[src/rtl/wave_gen_pkg.sv]
// Shared sizes and state encodings for the wave generator playback path.
package wave_gen_pkg;
  localparam int AW        = 10;
  localparam int DW        = 16;
  localparam int PRE_MIN   = 32;
  localparam int NSAMP_MAX = 1024;

  typedef enum logic [1:0] {
    ST_IDLE   = 2'd0,
    ST_FETCH  = 2'd1,
    ST_RDWAIT = 2'd2,
    ST_WAIT   = 2'd3
  } play_st_e;

  typedef enum logic {
    ARB_PLAY = 1'b0,
    ARB_CMD  = 1'b1
  } arb_src_e;
endpackage

[src/rtl/samp_rate_gen.sv]
// Sample pacing: prescale down to ticks, ticks down to one sample-due pulse per period.
module samp_rate_gen
  import wave_gen_pkg::*;
#(
  parameter int PRE_MIN_P = wave_gen_pkg::PRE_MIN
) (
  input  logic        clk,
  input  logic        rst_n,
  input  logic        clr,
  input  logic [15:0] prescale,
  input  logic [15:0] speed,
  output logic        due
);
  logic [15:0] pre_q, pre_d, spd_q, spd_d;
  logic [15:0] eff_pre, eff_spd;
  logic        pre_tc, spd_tc;

  // >= compares let a counter sitting above a freshly lowered limit wrap cleanly.
  always_comb begin
    eff_pre = (prescale < 16'(PRE_MIN_P)) ? 16'(PRE_MIN_P) : prescale;
    eff_spd = (speed == 16'd0) ? 16'd1 : speed;
    pre_tc  = pre_q >= (eff_pre - 16'd1);
    spd_tc  = spd_q >= (eff_spd - 16'd1);
    due     = !clr && pre_tc && spd_tc;
    pre_d   = pre_q;
    spd_d   = spd_q;
    if (clr) begin
      pre_d = '0;
      spd_d = '0;
    end else if (pre_tc) begin
      pre_d = '0;
      spd_d = spd_tc ? 16'd0 : spd_q + 16'd1;
    end else begin
      pre_d = pre_q + 16'd1;
    end
  end

  always_ff @(posedge clk or negedge rst_n) begin
    if (!rst_n) begin
      pre_q <= '0;
      spd_q <= '0;
    end else begin
      pre_q <= pre_d;
      spd_q <= spd_d;
    end
  end
endmodule

[src/rtl/samp_play_ctl.sv]
// Playback sequencer plus round-robin arbiter sharing the sample RAM port with cmd_parse.
module samp_play_ctl
  import wave_gen_pkg::*;
#(
  parameter int AW      = wave_gen_pkg::AW,
  parameter int DW      = wave_gen_pkg::DW,
  parameter int PRE_MIN = wave_gen_pkg::PRE_MIN
) (
  input  logic          clk,
  input  logic          rst_n,
  input  logic          play_en,
  input  logic [AW:0]   nsamp,
  input  logic [15:0]   prescale,
  input  logic [15:0]   speed,
  input  logic          cmd_req,
  input  logic          cmd_we,
  input  logic [AW-1:0] cmd_addr,
  input  logic [DW-1:0] cmd_wdata,
  output logic          cmd_gnt,
  output logic          cmd_rvalid,
  output logic [DW-1:0] cmd_rdata,
  output logic          ram_en,
  output logic          ram_we,
  output logic [AW-1:0] ram_addr,
  output logic [DW-1:0] ram_wdata,
  input  logic [DW-1:0] ram_rdata,
  output logic          samp_val,
  output logic [DW-1:0] samp,
  input  logic          samp_rdy,
  output logic          underrun,
  output logic [AW-1:0] play_addr
);
  play_st_e      st_q, st_d;
  arb_src_e      last_q, last_d;
  logic [AW-1:0] addr_q, addr_d, ns_last_q, ns_last_d, ns_last;
  logic [AW:0]   eff_ns;
  logic [DW-1:0] samp_q, samp_d, ram_wdata_q, ram_wdata_d;
  logic [AW-1:0] ram_addr_q, ram_addr_d;
  logic          samp_val_q, samp_val_d, underrun_q, underrun_d;
  logic          ram_en_q, ram_en_d, ram_we_q, ram_we_d;
  logic          cmd_gnt_q, cmd_gnt_d, play_gnt_q, play_gnt_d, cmd_rvalid_q, cmd_rvalid_d;
  logic          play_req, cmd_pend, gnt_cmd, gnt_play, due, rate_clr;

  assign rate_clr = !play_en || (st_q == ST_IDLE);

  samp_rate_gen #(.PRE_MIN_P(PRE_MIN)) u_rate (
    .clk      (clk),
    .rst_n    (rst_n),
    .clr      (rate_clr),
    .prescale (prescale),
    .speed    (speed),
    .due      (due)
  );

  // Grants are registered, so a requester is masked in the cycle its grant is visible.
  always_comb begin
    eff_ns = (nsamp == '0) ? (AW+1)'(1) :
             (nsamp > (AW+1)'(NSAMP_MAX)) ? (AW+1)'(NSAMP_MAX) : nsamp;
    ns_last      = AW'(eff_ns - (AW+1)'(1));
    play_req     = (st_q == ST_FETCH) && play_en && !play_gnt_q;
    cmd_pend     = cmd_req && !cmd_gnt_q;
    gnt_cmd      = cmd_pend && (!play_req || (last_q == ARB_PLAY));
    gnt_play     = play_req && !gnt_cmd;
    ram_en_d     = gnt_cmd || gnt_play;
    ram_we_d     = gnt_cmd && cmd_we;
    ram_addr_d   = gnt_cmd ? cmd_addr : addr_q;
    ram_wdata_d  = gnt_cmd ? cmd_wdata : '0;
    cmd_gnt_d    = gnt_cmd;
    play_gnt_d   = gnt_play;
    cmd_rvalid_d = cmd_gnt_q && !ram_we_q;
    last_d       = gnt_cmd ? ARB_CMD : (gnt_play ? ARB_PLAY : last_q);
  end

  always_comb begin
    st_d       = st_q;
    addr_d     = addr_q;
    ns_last_d  = ns_last_q;
    samp_d     = samp_q;
    samp_val_d = samp_val_q;
    underrun_d = 1'b0;
    if (samp_val_q && samp_rdy) samp_val_d = 1'b0;
    if (!play_en) begin
      st_d       = ST_IDLE;
      addr_d     = '0;
      samp_val_d = 1'b0;
    end else begin
      case (st_q)
        ST_IDLE: begin
          st_d      = ST_FETCH;
          addr_d    = '0;
          ns_last_d = ns_last;
        end
        ST_FETCH: if (play_gnt_q) st_d = ST_RDWAIT;
        ST_RDWAIT: begin
          samp_d     = ram_rdata;
          samp_val_d = 1'b1;
          st_d       = ST_WAIT;
        end
        ST_WAIT: if (due) begin
          st_d       = ST_FETCH;
          underrun_d = samp_val_q && !samp_rdy;
          if (addr_q == ns_last_q) begin
            addr_d    = '0;
            ns_last_d = ns_last;
          end else begin
            addr_d = addr_q + AW'(1);
          end
        end
        default: st_d = ST_IDLE;
      endcase
    end
  end

  always_ff @(posedge clk or negedge rst_n) begin
    if (!rst_n) begin
      st_q         <= ST_IDLE;
      last_q       <= ARB_PLAY;
      addr_q       <= '0;
      ns_last_q    <= '0;
      samp_q       <= '0;
      samp_val_q   <= 1'b0;
      underrun_q   <= 1'b0;
      ram_en_q     <= 1'b0;
      ram_we_q     <= 1'b0;
      ram_addr_q   <= '0;
      ram_wdata_q  <= '0;
      cmd_gnt_q    <= 1'b0;
      play_gnt_q   <= 1'b0;
      cmd_rvalid_q <= 1'b0;
    end else begin
      st_q         <= st_d;
      last_q       <= last_d;
      addr_q       <= addr_d;
      ns_last_q    <= ns_last_d;
      samp_q       <= samp_d;
      samp_val_q   <= samp_val_d;
      underrun_q   <= underrun_d;
      ram_en_q     <= ram_en_d;
      ram_we_q     <= ram_we_d;
      ram_addr_q   <= ram_addr_d;
      ram_wdata_q  <= ram_wdata_d;
      cmd_gnt_q    <= cmd_gnt_d;
      play_gnt_q   <= play_gnt_d;
      cmd_rvalid_q <= cmd_rvalid_d;
    end
  end

  assign cmd_gnt    = cmd_gnt_q;
  assign cmd_rvalid = cmd_rvalid_q;
  assign cmd_rdata  = cmd_rvalid_q ? ram_rdata : '0;
  assign ram_en     = ram_en_q;
  assign ram_we     = ram_we_q;
  assign ram_addr   = ram_addr_q;
  assign ram_wdata  = ram_wdata_q;
  assign samp_val   = samp_val_q;
  assign samp       = samp_q;
  assign underrun   = underrun_q;
  assign play_addr  = addr_q;
endmodule

[config.mk]
export PLATFORM = sky130hd
export DESIGN_NAME = samp_play_ctl
export DESIGN_NICKNAME = d
export VERILOG_FILES = /design/src/rtl/wave_gen_pkg.sv /design/src/rtl/samp_rate_gen.sv /design/src/rtl/samp_play_ctl.sv
export SDC_FILE = /design/constraint.sdc
export NUM_CORES = 1
export LEC_CHECK = 0
export ABC_CLOCK_PERIOD_IN_PS = 6100
export BUFFER_PORTS_ARGS = -buffer_cell sky130_fd_sc_hd__buf_2
export CAP_MARGIN = 40
export CORE_UTILIZATION = 55
export CTS_BUF_LIST = sky130_fd_sc_hd__clkbuf_8
export DETAILED_ROUTE_END_ITERATION = 16
export PLACE_DENSITY = 0.91
export SLEW_MARGIN = 20
export SYNTH_ARGS = -nofsm -noshare
export SYNTH_HDL_FRONTEND = slang
export SYNTH_SLANG_ARGS = --single-unit
[constraint.sdc]
create_clock -name clk -period 6.1 [get_ports clk]
set_input_delay 0.305 -clock clk [delete_from_list [all_inputs] [get_ports clk]]
set_output_delay 0.305 -clock clk [all_outputs]
set_load 0.005 [all_outputs]
; ---- Yosys cells after proc, flatten, opt, wreduce, memory -nomap -nowiden
; Index checks and enable logic that the tools add are counted.
[op_classes]
mul = 0
order_cmp = 4
bitwise_logic = 1
n_mux = 31
div = 0
addsub = 6
n_eq_ne = 10
reduce_logical = 32
n_shift = 0
[ops]
columns = operator, n
row1 = two-way mux 16 bit, 9
row2 = two-way mux 10 bit, 8
row3 = case mux 10 bit (2 select lines), 2
row4 = adder 16 x 1 -> 16 bit (second input constant), 2
row5 = greater-or-equal comparator 16 bit, 2
row6 = subtractor 16 x 1 -> 16 bit (second input constant), 2
row7 = zero test 16 bit, 1
row8 = less-than comparator 16 x 6 -> 1 bit (second input constant), 1
row9 = > comparator 11 bit (second input constant), 1
row10 = logical AND 1 bit, 11
row11 = zero test 11 bit, 1
row12 = adder 10 x 1 -> 10 bit (second input constant), 1
row13 = equality test 10 bit, 1
row14 = subtractor 10 x 1 -> 10 bit (second input constant), 1
row15 = zero test 1 bit, 8
row16 = two-way mux 1 bit, 8
row17 = case mux 2 bit (4 select lines), 1
row18 = two-way mux 2 bit, 3
row19 = inequality test 3 x 1 -> 1 bit (second input constant), 2
row20 = inequality test 3 bit (second input constant), 2
row21 = AND reduction 2 bit, 3
row22 = nonzero test 2 bit, 3
row23 = equality test 2 bit (second input constant), 2
row24 = inequality test 2 bit (second input constant), 2
row25 = other kinds (5), 7
[totals]
reg_bits = 104
memories = 0
inputBits = 91
elab_cells = 100
rom_bits = 0
latchBits = 0
mem_bits_rw = 0

; ---- Longest topological paths before layout
; Gate-level depths: netlist of the first run.
[logic_depth]
ltp_word = 10
ltp_mapped = 20
mapped_depth_nobuf = 17

; ---- By module
; Synthesis of the first run repeated with hierarchy kept, for this count alone.
[unflattened]
cells_unflattened = 611
area_unflattened_um2 = 6145.9
[by_module_without_submodules]
columns = module, area_each_um2, instances, cells_per_inst
row1 = samp_play_ctl, 3321.9, 1, 283
row2 = samp_rate_gen, 2824.0, 1, 328

; ---- Worst setup path after synthesis of the first run
; No wires, ideal clock.
[synth_timing]
path_kind = input port to flip-flop
startpoint = input port speed[7]
endpoint = register ns_last_q[0]
required_ps = 5975
setup_ps = 125
path_stages = 18
slack_ps = 1226
arrival_ps = 4750
path_cell_list = or4_1 -> nor4_1 -> or4b_2 -> nor2_2 -> nor2_1 -> ha_1 -> and3b_1 -> clkbuf_1 -> xnor2_1 -> ha_1 -> nand3_1 -> nor4_1 -> a21oi_1 -> o21a_1 -> or3_1 -> buf_2 -> o31ai_4 -> mux2_2
[synth_via]
elab_chain_cells = 7
[synth_rtl]
columns = element, line_no
row1 = from (decl), samp_play_ctl.sv:14  ; input logic [15:0] speed,
row2 = zero test 16 bit, samp_rate_gen.sv:21  ; eff_spd = (speed == 16'd0) ? 16'd1 : speed;
row3 = two-way mux 16 bit (*), samp_rate_gen.sv:21
row4 = subtractor 16 x 1 -> 16 bit (*), samp_rate_gen.sv:23  ; spd_tc = spd_q >= (eff_spd - 16'd1);
row5 = greater-or-equal comparator 16 bit (*), samp_rate_gen.sv:23
row6 = logical AND 1 bit (*), samp_rate_gen.sv:24  ; due = !clr && pre_tc && spd_tc;
row7 = inequality test 2 bit (no line) (*), --
row8 = AND reduction 4 bit (no line) (*), --
row9 = to (signal assigned), samp_play_ctl.sv:134  ; ns_last_q <= ns_last_d;
row10 = to (decl), samp_play_ctl.sv:35  ; logic [AW-1:0] addr_q, addr_d, ns_last_q, ns_last_d, ns_last;
; Mark *: on every way between the ends. The rest lies on a longest branch, timed or not.
; A chain may end at the register's enable or synchronous reset.

; ---- Worst setup path in the final report of the first run
[layout_timing]
startpoint = input port speed[7]
endpoint = register u_rate.spd_q[8]
[layout_via]
elab_chain_cells = 7
[layout_rtl]
columns = element, line_no
row1 = zero test 16 bit, samp_rate_gen.sv:21
row2 = two-way mux 16 bit (*), samp_rate_gen.sv:21
row3 = subtractor 16 x 1 -> 16 bit (*), samp_rate_gen.sv:23
row4 = greater-or-equal comparator 16 bit (*), samp_rate_gen.sv:23
row5 = two-way mux 16 bit (*), samp_rate_gen.sv:32  ; spd_d = spd_tc ? 16'd0 : spd_q + 16'd1;
row6 = two-way mux 16 bit (*), samp_rate_gen.sv:30  ; end else if (pre_tc) begin
row7 = two-way mux 16 bit (*), samp_rate_gen.sv:27  ; if (clr) begin
row8 = to (signal assigned), samp_rate_gen.sv:44  ; spd_q <= spd_d;
row9 = to (decl), samp_rate_gen.sv:14  ; logic [15:0] pre_q, pre_d, spd_q, spd_d;
; Mark *: on every way between the ends. The rest lies on a longest branch, timed or not. The select of a mux whose other input is x is not followed.

==> impl_metrics.csv, run 1 <==
group,metric,value,unit
status,status,"finished, final reports clean",
synthesis,synthCells,635,
global_routing,grt_pass1_wl,21.45,mm
synthesis,yosys.area.top_type,"dfrtp_1",
global_routing,grt_max_degree,49,
pwr,powerDensity,252.9,nW/um2
job,cap_violations,0,
synthesis,synth.distinct_cells,52,
clock_tree,cts_resized,0,
floorplanning,num_io_pins,165,
placed_design,hpwl,10.01,mm
clock_tree,cts_hold_buf,1,
worst_setup_path,r2r_cells,8,
finish,n_antenna_cell,0,
synthesis,synth-seq-cells,104,
routing,drc_errors,0,
clock_tree,cts.clk_slew.worst_paths,0.13,ns
routing,drt_wl_total,13.01,mm
clock_tree,cts_tree,"done",
sta,finalSetupViolCount,0,
floorplanning,placeableCoreArea,10840,um2
sta,timing.final.crit_period,5.112,ns
floorplanning,num_rows,38,
worst_setup_path,r2r_start,"u_rate.spd_q[7]$_DFFE_PN0P_",
worst_hold_path,worst_hold_path_type,"in -> reg",
placed_design,routabilityCongestion,0.8267,
routing,avgRoutedWirePerCell,13.78,um
sta,finalHoldViolCount,0,
routing,first_pass_iters,4,
sta,fmax,195.6,MHz
worst_setup_path,start_kind,"input port",
synthesis,synth_most_common_cell,"dfrtp_1",
clock_tree,h-tree-depth,3,
synthesis,synth_common_cells,"104 x dfrtp_1, 52 x nor2_1, 51 x nand2_1",
worst_hold_path,hp-start,"cmd_addr[6]",
routing,drtIter0Drc,306,
finish,regArea,2603,um2
sta,finalCritPeriodShare,83.81,%
worst_hold_path,hold_path_depth,3,
synthesis,synth_edf_count,0,
synthesis,async_flop_share,100.0,%
worst_setup_path,required,6.39,ns
routing,viasPerCell,5.503,
worst_setup_path,cp_max_fo,18,
finish,layout-drive-gt1-share,27.49,%
clock_tree,cts_buffer_depth,2,
global_routing,antenna_found_initial,0,
worst_hold_path,holdPathEnd,"ram_addr[6]$_DFF_PN0_",
synthesis,synth_top_area_share,42.56,%
global_routing,grt_pass1_vias,4783,
synthesis,synth_area_per_cell,9.629,um2
synthesis,synth-compound-area-share,10.68,%
pwr,leakage,3.614,nW
synthesis,synth-main-ff-cell,"dfrtp_1",
placed_design,io_buffers,164,
placed_design,dpl_cell_area,7116,um2
finish,multiInputGateArea,3367,um2
synthesis,synthXorXnorAreaFrac,7.592,%
finish,nets,932,
worst_setup_path,r2r_end,"u_rate.spd_q[8]$_DFFE_PN0P_",
sta,setup_ws,0.9875,ns
finish,fillers,855,
clock_tree,post_cts_buffers,0,
clock_tree,clock_latency,0.38,ns
pwr,peakVddDrop,0.1667,mV
routing,ant_nets,0,
synthesis,ys_warn_count,0,
global_routing,track_usage,23.44,%
synthesis,syn_nets,768,
sta,slew-limit-headroom,55.70,%
clock_tree,cts_inserted_buffers,9,
worst_setup_path,rrSetupSlack,2.92,ns
finish,syn2layout_area_growth,20.22,%
sta,finalClockSkew,0.02006,ns
floorplanning,dieArea,11540,um2
synthesis,synth.area.mux_share,5.463,%
finish,final_core_util,67.81,%
synthesis,syn_area,6115,um2
synthesis,synthTopCellsByArea,"dfrtp_1 43%, ha_1 8.6%, mux2_2 5.0%",
floorplanning,initial_utilization,56.41,%
global_routing,gr-total-overflow,0,
synthesis,yosysSeqAreaShare,42.56,%
worst_setup_path,crit_arrival,5.40,ns
synthesis,yosys.area_share.adder,8.594,%
worst_setup_path,setup.worst_path.end_class,"flip-flop",
floorplanning,dieHeight,107.4,um
floorplanning,die_w,107.4,um
clock_tree,cts_root_buffer,"clkbuf_8",
sta,holdWs,0.1132,ns
synthesis,yosys.area_share.simple,22.51,%
routing,vias,5195,
synthesis,synth_top_family_by_area,"simple AND/OR/NAND/NOR gates",
worst_setup_path,worstSetupPathType,"in -> reg",
sta,worst_pin_slew,0.6629,ns
sta,slew_viol_final,0,
clock_tree,cts_sinks,104,
placed_design,pre_cts_slack,0.6695,ns
sta,setup_tns,0,ns
sta,rsz0062_at_grt,"no",
finish,fin_area,7351,um2
## how the worst max path moves through the flow
| stage | from | endpoint | slack, ns | depth (start not counted) |
|---|---|---|---|---|
| floorplan | speed[7] | ns_last_q[0]$_DFFE_PN0P_ | 1.23 | 18 |
| global placement | prescale[8] | ns_last_q[8]$_DFFE_PN0P_ | 0.80 | 16 |
| detailed placement | prescale[8] | ns_last_q[5]$_DFFE_PN0P_ | 0.67 | 16 |
| CTS | prescale[8] | ns_last_q[5]$_DFFE_PN0P_ | 1.05 | 16 |
| global route | speed[7] | u_rate.spd_q[8]$_DFFE_PN0P_ | 0.67 | 18 |
| finish | speed[7] | u_rate.spd_q[8]$_DFFE_PN0P_ | 0.99 | 18 |
## cell usage in the layout, fill, tap and decap left out, types with 3 or more instances in the layout
| cell | n |
|---|---|
| and3_1 | 13 |
| a31oi_1 | 3 |
| nand2b_1 | 7 |
| nor2b_1 | 7 |
| nor4_1 | 9 |
| a22o_1 | 4 |
| mux2i_1 | 3 |
| or4_1 | 7 |
| mux2_2 | 27 |
| o21a_1 | 4 |
| xnor2_1 | 23 |
| and2_1 | 36 |
| o22ai_1 | 3 |
| nand3_1 | 27 |
| o221ai_1 | 4 |
| nor2_1 | 52 |
| o31ai_1 | 4 |
| a21oi_1 | 17 |
| or3_1 | 14 |
| o21ai_0 | 37 |
| o311ai_0 | 3 |
| nand2_1 | 51 |
| nand4_1 | 5 |
| nor3b_1 | 7 |
| clkbuf_8 | 9 |
| buf_4 | 5 |
| buf_2 | 163 |
| ha_1 | 42 |
| a21o_1 | 7 |
| dfrtp_1 | 104 |
| nor3_1 | 14 |
| nand3b_1 | 4 |
| inv_1 | 24 |
| or2_2 | 3 |
| xor2_1 | 30 |
## routing by layer
metal | GRT usage, % | up-vias | routed length (um)
li1 | - | 2571 | -
met1 | 29.41 | 2443 | 5894
met2 | 40.41 | 159 | 6278
met3 | 4.479 | 22 | 602
met4 | 8.219 | 0 | 232
met5 | 0 | - | 0
## cell type report
| class | instances | area share [%] |
|---|---|---|
| clock buffer | 9 | 1.685 |
| clock inverter | 7 | 1.311 |
| inverter | 24 | 1.226 |
| multi-input combinational | 489 | 45.80 |
| sequential | 104 | 35.40 |
| tap | 140 | 2.383 |
| timing repair buffer | 171 | 12.19 |
## per-stage QoR
stage / cells / total power, mW
3_5_place_dp: 926 / 1.424
2_1_floorplan: 635 / 1.197
3_3_place_gp: 925 / 1.395
5_1_grt: 944 / 1.980
4_1_cts: 943 / 1.876
6_report: 944 / 1.859
## critical path: stages
cell and delay (ns):
buf_2 0.12, or4_1 0.54, nor4_1 0.34, or4b_2 0.67, nor2_2 0.19, nor2_1 0.08, ha_1 0.22, and3b_1 0.23
nand2_1 0.09, xor2_1 0.18, ha_1 0.26, nand4_1 0.12, a31oi_1 0.05, a2111oi_0 0.48, o21ai_0 0.32, or3_1 0.62
or3_1 0.45, o21ai_0 0.10
## logic make-up (layout without fill, tap and decap cells)
logic type,Yosys count,after routing
simple gates,263,263
xor+xnor,53,53
compound gates,101,101
mux,30,30
buf+inv,42,211
flops,104,104
fa+ha+maj,42,42
## registers in the layout, indices dropped and copies added, names as in the netlist
| name | count |
|---|---|
| ram_wdata | 16 |
| play_gnt_q | 1 |
| ram_we | 1 |
| cmd_gnt | 1 |
| ns_last_q | 10 |
| underrun | 1 |
| ram_en | 1 |
| samp_val | 1 |
| st_q | 2 |
| samp | 16 |
| ram_addr | 10 |
| cmd_rvalid | 1 |
| play_addr | 10 |
| last_q | 1 |
| u_rate.spd_q | 16 |
| u_rate.pre_q | 16 |
## power breakdown
group / total (mW) / switching (mW) / internal [mW]
clock network: 0.454 / 0.281 / 0.173
registers: 0.884 / 0.0713 / 0.813
logic: 0.521 / 0.258 / 0.263
No activity file was read; power rests on OpenSTA's default activity.
==> run 2: changes to the inputs <==
- ABC_CLOCK_PERIOD_IN_PS: 6100 -> 4500
- CORE_UTILIZATION: 55 -> 50
- PLACE_DENSITY: 0.91 -> 0.88
- clock period: 6.1 -> 4.5 ns (I/O delays scaled with it)
==> run 2 against run 1 <==
- combinational power grew 43%
- worst hold slack got worse by 0.066 ns
- sequential power increased by 36%
- largest power group unchanged
==> impl_metrics.csv, run 2 (synthesis gave the netlist of run 1 again) <==
group,metric,value,unit
finish,final_common_cell,"buf_2",
pwr,power,2.521,mW
pwr,switchingPower,0.8140,mW
floorplanning,dieHeight,112.6,um
sta,worst_pin_slew,0.7304,ns
clock_tree,cts_buffer_depth,2,
finish,n_antenna_cell,0,
clock_tree,cts.clk_slew.worst_paths,0.12,ns
clock_tree,cts_root_buffer,"clkbuf_8",
pwr,p_int,1.707,mW
global_routing,grt_pass1_vias,4997,
finish,layout.cells.non_filler,973,
placed_design,hpwl,10.58,mm
worst_setup_path,slowest_delay,0.55,ns
worst_setup_path,start_kind,"input port",
clock_tree,h-tree-depth,3,
floorplanning,dieArea,12680,um2
pwr,peakVddDrop,0.1740,mV
worst_setup_path,path_depth,20,
pwr,p_seq_share,47.5,%
sta,slew_viol_final,0,
sta,rsz0062_at_grt,"no",
clock_tree,cts_inserted_buffers,9,
job,cap_violations,0,
global_routing,grt_max_degree,61,
worst_setup_path,worstSetupPathType,"in -> reg",
worst_setup_path,r2r_start,"u_rate.pre_q[0]$_DFF_PN0_",
sta,fmax,233.5,MHz
sta,holdWs,0.04761,ns
worst_hold_path,hold_path_depth,2,
placed_design,routabilityCongestion,0.8467,
status,status,"finished, final reports clean",
sta,timing.final.crit_period,4.283,ns
sta,finalSetupViolCount,0,
sta,setup_ws,0.2171,ns
routing,vias,5315,
pwr,powerDensity,331.6,nW/um2
global_routing,track_usage,21.58,%
sta,finalCritPeriodShare,95.18,%
floorplanning,initial_utilization,51.12,%
finish,layout-drive-gt1-share,30.75,%
clock_tree,post_cts_buffers,0,
worst_hold_path,hp-start,"cmd_wdata[14]",
worst_setup_path,setup.worst_path.end_class,"flip-flop",
clock_tree,cts_tree,"done",
pwr,comb_power_share,29.5,%
placed_design,place_inst,956,
routing,avgRoutedWirePerCell,13.83,um
pwr,switching_share,32.29,%
placed_design,pre_cts_slack,-0.1546,ns
pwr,leakage,3.717,nW
worst_setup_path,cp_max_fo,10,
worst_setup_path,critPathSlowestCell,"or4_4",
floorplanning,placeableCoreArea,11960,um2
placed_design,dpl_cell_area,7380,um2
routing,drt_wl_total,13.46,mm
routing,ant_nets,0,
clock_tree,clock_latency,0.37,ns
worst_setup_path,required,4.75,ns
floorplanning,num_rows,40,
finish,layout_common_cells,"163 x buf_2, 104 x dfrtp_1, 51 x nor2_1, 49 x nand2_1, 40 x ha_1",
global_routing,grt_pass1_wl,22.30,mm
global_routing,gr-total-overflow,0,
worst_hold_path,worst_hold_path_type,"in -> reg",
routing,drtIter0Drc,297,
finish,final_core_util,63.57,%
floorplanning,die_w,112.6,um
pwr,p_clk_share,23.0,%
finish,nets,954,
floorplanning,num_io_pins,165,
sta,finalHoldViolCount,0,
worst_setup_path,crit_chain,"buf_2, or4_4, nor4_4, or4b_4, nor2_4, nor2_2, ha_2, and3b_1, buf_4, nand3b_1, xor2_1, ha_1, nand4_1, nor4_1, a21oi_1, o21a_1, or3_1, o31ai_4, buf_12, mux2_2",
sta,setup_tns,0,ns
worst_setup_path,rrSetupSlack,1.74,ns
routing,viasPerCell,5.462,
finish,syn2layout_area_growth,24.35,%
worst_setup_path,critPathBufInv,3,
sta,finalClockSkew,0.02261,ns
worst_setup_path,r2r_cells,10,
routing,drc_errors,0,
global_routing,antenna_found_initial,0,
worst_setup_path,crit_family,"simple AND/OR/NAND/NOR gates",
worst_setup_path,crit_arrival,4.54,ns
worst_setup_path,crit_start,"speed[7]",
sta,slew-limit-headroom,51.30,%
clock_tree,cts_sinks,104,
finish,fin_area,7604,um2
placed_design,io_buffers,164,
routing,first_pass_iters,4,
run 2: cell count changes in the layout (fill, tap and decap cells not counted), moves of 2 or more:
cell and delta:
mux2_4 +2, inv_12 -2, nor3_2 +2, clkinvlp_4 +2, buf_4 +23, nand2_1 -2
inv_8 -2, mux2_2 -2, ha_1 -2, clkinv_8 +2, nor3_1 -2
run 2: worst paths after layout:
kind	endpoint
worst max-delay path	ns_last_q[4]$_DFFE_PN0P_
worst min-delay path	ram_wdata[14]$_DFF_PN0_
worst max register to register	ns_last_q[4]$_DFFE_PN0P_
worst min register to register	cmd_rvalid$_DFF_PN0_
max in group asynchronous	u_rate.pre_q[10]$_DFF_PN0_
min in group asynchronous	ns_last_q[8]$_DFFE_PN0P_
run 2: final cells by class:
class                      instances  area (um2)
timing repair buffer             193        1056
sequential                       104        2603
fill                             976        4358
tap                              147       183.9
clock buffer                       9       123.9
multi-input combinational        489        3458
inverter                          24       90.09
clock inverter                     7       88.84
run 2: what timing repair did:
item                                    4_1_cts  5_1_grt
gates resized for setup                       0        1
endpoints found under the hold margin        44        0
endpoints found under the setup margin        0        5
hold buffers                                  1        0
run 2: power by group through the flow:
stage | Sequential, mW | Clock (mW) | Combinational (mW)
final | 1.20 | 0.580 | 0.744
after global placement | 1.21 | 0 | 0.728
after detailed placement | 1.22 | 0 | 0.752
after global routing | 1.22 | 0.642 | 0.831
after floorplan | 1.21 | 0 | 0.419
after CTS | 1.20 | 0.601 | 0.755
run 2: layer usage:
layer / wire length, um / up-vias / global-route usage (%)
met3: 689 / 16 / 3.618
met2: 6751 / 161 / 38.31
met5: 0 / - / 0
li1: - / 2620 / -
met4: 188 / 0 / 6.756
met1: 5825 / 2518 / 26.78
==> run 3: changes to the inputs <==
- ABC_CLOCK_PERIOD_IN_PS: 4500 -> 4200
- CORE_UTILIZATION: 50 -> 55
- GPL_ROUTABILITY_DRIVEN: not set -> 1
- PLACE_DENSITY: 0.88 -> 0.91
- clock period: 4.5 -> 4.2 ns (I/O delays scaled with it)
==> run 3 against run 2 <==
- sequential cell count stayed put
- register-to-register slack worse by 0.30 ns
- cell area is 2.0% higher
- first-iteration DRC count is 31% higher
- clock-buffer cell count stayed put
- clock power is 3% higher
- via count is 2.7% higher
- global-route usage is 4.8 points higher
- power is 8.6% higher
- worst setup slack worse by 0.14 ns
- non-clock buffer count is 15 higher
- sequential power is 8% higher
- largest cell class unchanged
- largest power group unchanged
- highest routed layer unchanged
==> impl_metrics.csv, run 3 (synthesis gave the netlist of run 1 again) <==
group,metric,value,unit
pwr,powerDensity,353.1,nW/um2
routing,drtIter0Drc,389,
sta,finalCritPeriodShare,98.10,%
sta,timing.final.crit_period,4.120,ns
clock_tree,cts_buffer_depth,2,
sta,worst_pin_slew,0.6817,ns
clock_tree,cts_inserted_buffers,9,
floorplanning,die_w,107.4,um
placed_design,io_buffers,164,
worst_setup_path,setup.worst_path.end_class,"flip-flop",
pwr,peakVddDrop,0.2612,mV
global_routing,gr-total-overflow,0,
finish,layout_common_cells,"163 x buf_2, 104 x dfrtp_1, 51 x nor2_1, 49 x nand2_1, 42 x buf_4",
floorplanning,placeableCoreArea,10840,um2
clock_tree,cts_root_buffer,"clkbuf_8",
finish,nets,969,
worst_setup_path,start_kind,"input port",
finish,syn2layout_area_growth,26.85,%
pwr,switching_share,32.55,%
worst_setup_path,worstSetupPathType,"in -> reg",
routing,avgRoutedWirePerCell,14.68,um
sta,finalClockSkew,0.01471,ns
clock_tree,h-tree-depth,3,
sta,holdWs,0.02391,ns
placed_design,routabilityCongestion,0.8294,
global_routing,track_usage,26.43,%
global_routing,grt_pass1_wl,24.13,mm
sta,rsz0062_at_grt,"yes",
finish,layout-drive-gt1-share,33.17,%
routing,viasPerCell,5.564,
pwr,switchingPower,0.8913,mW
sta,finalSetupViolCount,0,
clock_tree,clock_latency,0.38,ns
routing,first_pass_iters,5,
worst_hold_path,worst_hold_path_type,"in -> reg",
clock_tree,cts.clk_slew.worst_paths,0.11,ns
finish,final_common_cell,"buf_2",
placed_design,place_inst,962,
sta,slew-limit-headroom,54.56,%
clock_tree,cts_tree,"done",
pwr,p_clk_share,21.8,%
worst_setup_path,rrSetupSlack,1.44,ns
sta,finalHoldViolCount,0,
worst_setup_path,cp_max_fo,10,
pwr,leakage,3.798,nW
pwr,p_seq_share,47.0,%
job,cap_violations,0,
sta,fmax,242.7,MHz
global_routing,grt_max_degree,57,
floorplanning,num_io_pins,165,
floorplanning,initial_utilization,56.41,%
global_routing,antenna_found_initial,0,
routing,ant_nets,0,
sta,slew_viol_final,0,
pwr,power,2.739,mW
routing,drc_errors,0,
worst_setup_path,required,4.47,ns
floorplanning,dieHeight,107.4,um
routing,vias,5458,
placed_design,hpwl,11.00,mm
clock_tree,cts_sinks,104,
floorplanning,num_rows,38,
finish,layout.cells.non_filler,981,
global_routing,grt_pass1_vias,5199,
routing,drt_wl_total,14.41,mm
pwr,p_int,1.847,mW
finish,n_antenna_cell,0,
finish,final_core_util,71.55,%
worst_setup_path,crit_arrival,4.39,ns
floorplanning,dieArea,11540,um2
pwr,comb_power_share,31.2,%
status,status,"finished, final reports clean",
[run 3: changes by cell type in the layout (fill, tap and decap cells not counted), sizes merged]
cell | previous run | this run
inv | 25 | 26
clkinvlp | 2 | 1
buf | 192 | 207
[run 3: per-layer routing]
metal,up-vias,routed length (um),GRT usage [%]
met2,163,7510,46.59
li1,2649,-,-
met4,0,326,8.219
met3,40,642,4.600
met5,-,0,0
met1,2606,5925,32.96
[run 3: final timing paths]
kind | cells after the start | from | end
min | 2 | cmd_wdata[4] | ram_wdata[4]$_DFF_PN0_
max | 18 | speed[7] | ns_last_q[4]$_DFFE_PN0P_
max in group asynchronous | 3 | rst_n | underrun$_DFF_PN0_
max reg2reg | 10 | u_rate.pre_q[0]$_DFF_PN0_ | ns_last_q[4]$_DFFE_PN0P_
min in group asynchronous | 2 | rst_n | ram_addr[1]$_DFF_PN0_
min reg2reg | 1 | ram_we$_DFF_PN0_ | cmd_rvalid$_DFF_PN0_
[run 3: stage by stage]
stage / setup WS (ns) / TNS (ns) / cell area, um2
2_1_floorplan: -0.3402 / -2.951 / 6290
3_3_place_gp: -0.3115 / -5.082 / 7517
3_5_place_dp: -0.3911 / -6.974 / 7517
4_1_cts: 0.003947 / 0 / 7717
5_1_grt: -0.04591 / -0.2187 / 7756
6_report: 0.07973 / 0 / 7756
[run 3: layout make-up]
class | instances | area [um2]
sequential | 104 | 2603
tap | 140 | 175.2
multi-input combinational | 489 | 3517
timing repair buffer | 208 | 1181
clock buffer | 9 | 123.9
fill | 769 | 3084
clock inverter | 7 | 66.31
inverter | 24 | 90.09
[run 3: repair_timing]
action,4_1_cts,5_1_grt
endpoints found under the setup margin,0,17
resized for setup,0,4
hold buffers,1,0
endpoints found under the hold margin,55,0
setup buffers,0,2
[run 3: critical path, cell delays in order]
cell     delay (ns)
buf_2          0.10
or4_4          0.55
nor4_4         0.29
or4b_4         0.51
nor2_4         0.11
nor2_2         0.05
ha_2           0.16
and3b_2        0.23
xnor2_1        0.13
ha_1           0.32
nand3_1        0.11
nor4_2         0.27
a21oi_1        0.11
o21a_1         0.14
or3_4          0.35
o31ai_4        0.23
buf_12         0.17
mux2_2         0.33
[run 3: power groups by stage]
stage               combinational, mW  sequential [mW]  clock, mW
CTS                             0.842             1.29      0.606
global route                    0.943             1.31      0.656
detailed placement              0.839             1.31          0
floorplan                       0.450             1.30          0
global placement                0.798             1.29          0
finish                          0.856             1.29      0.597
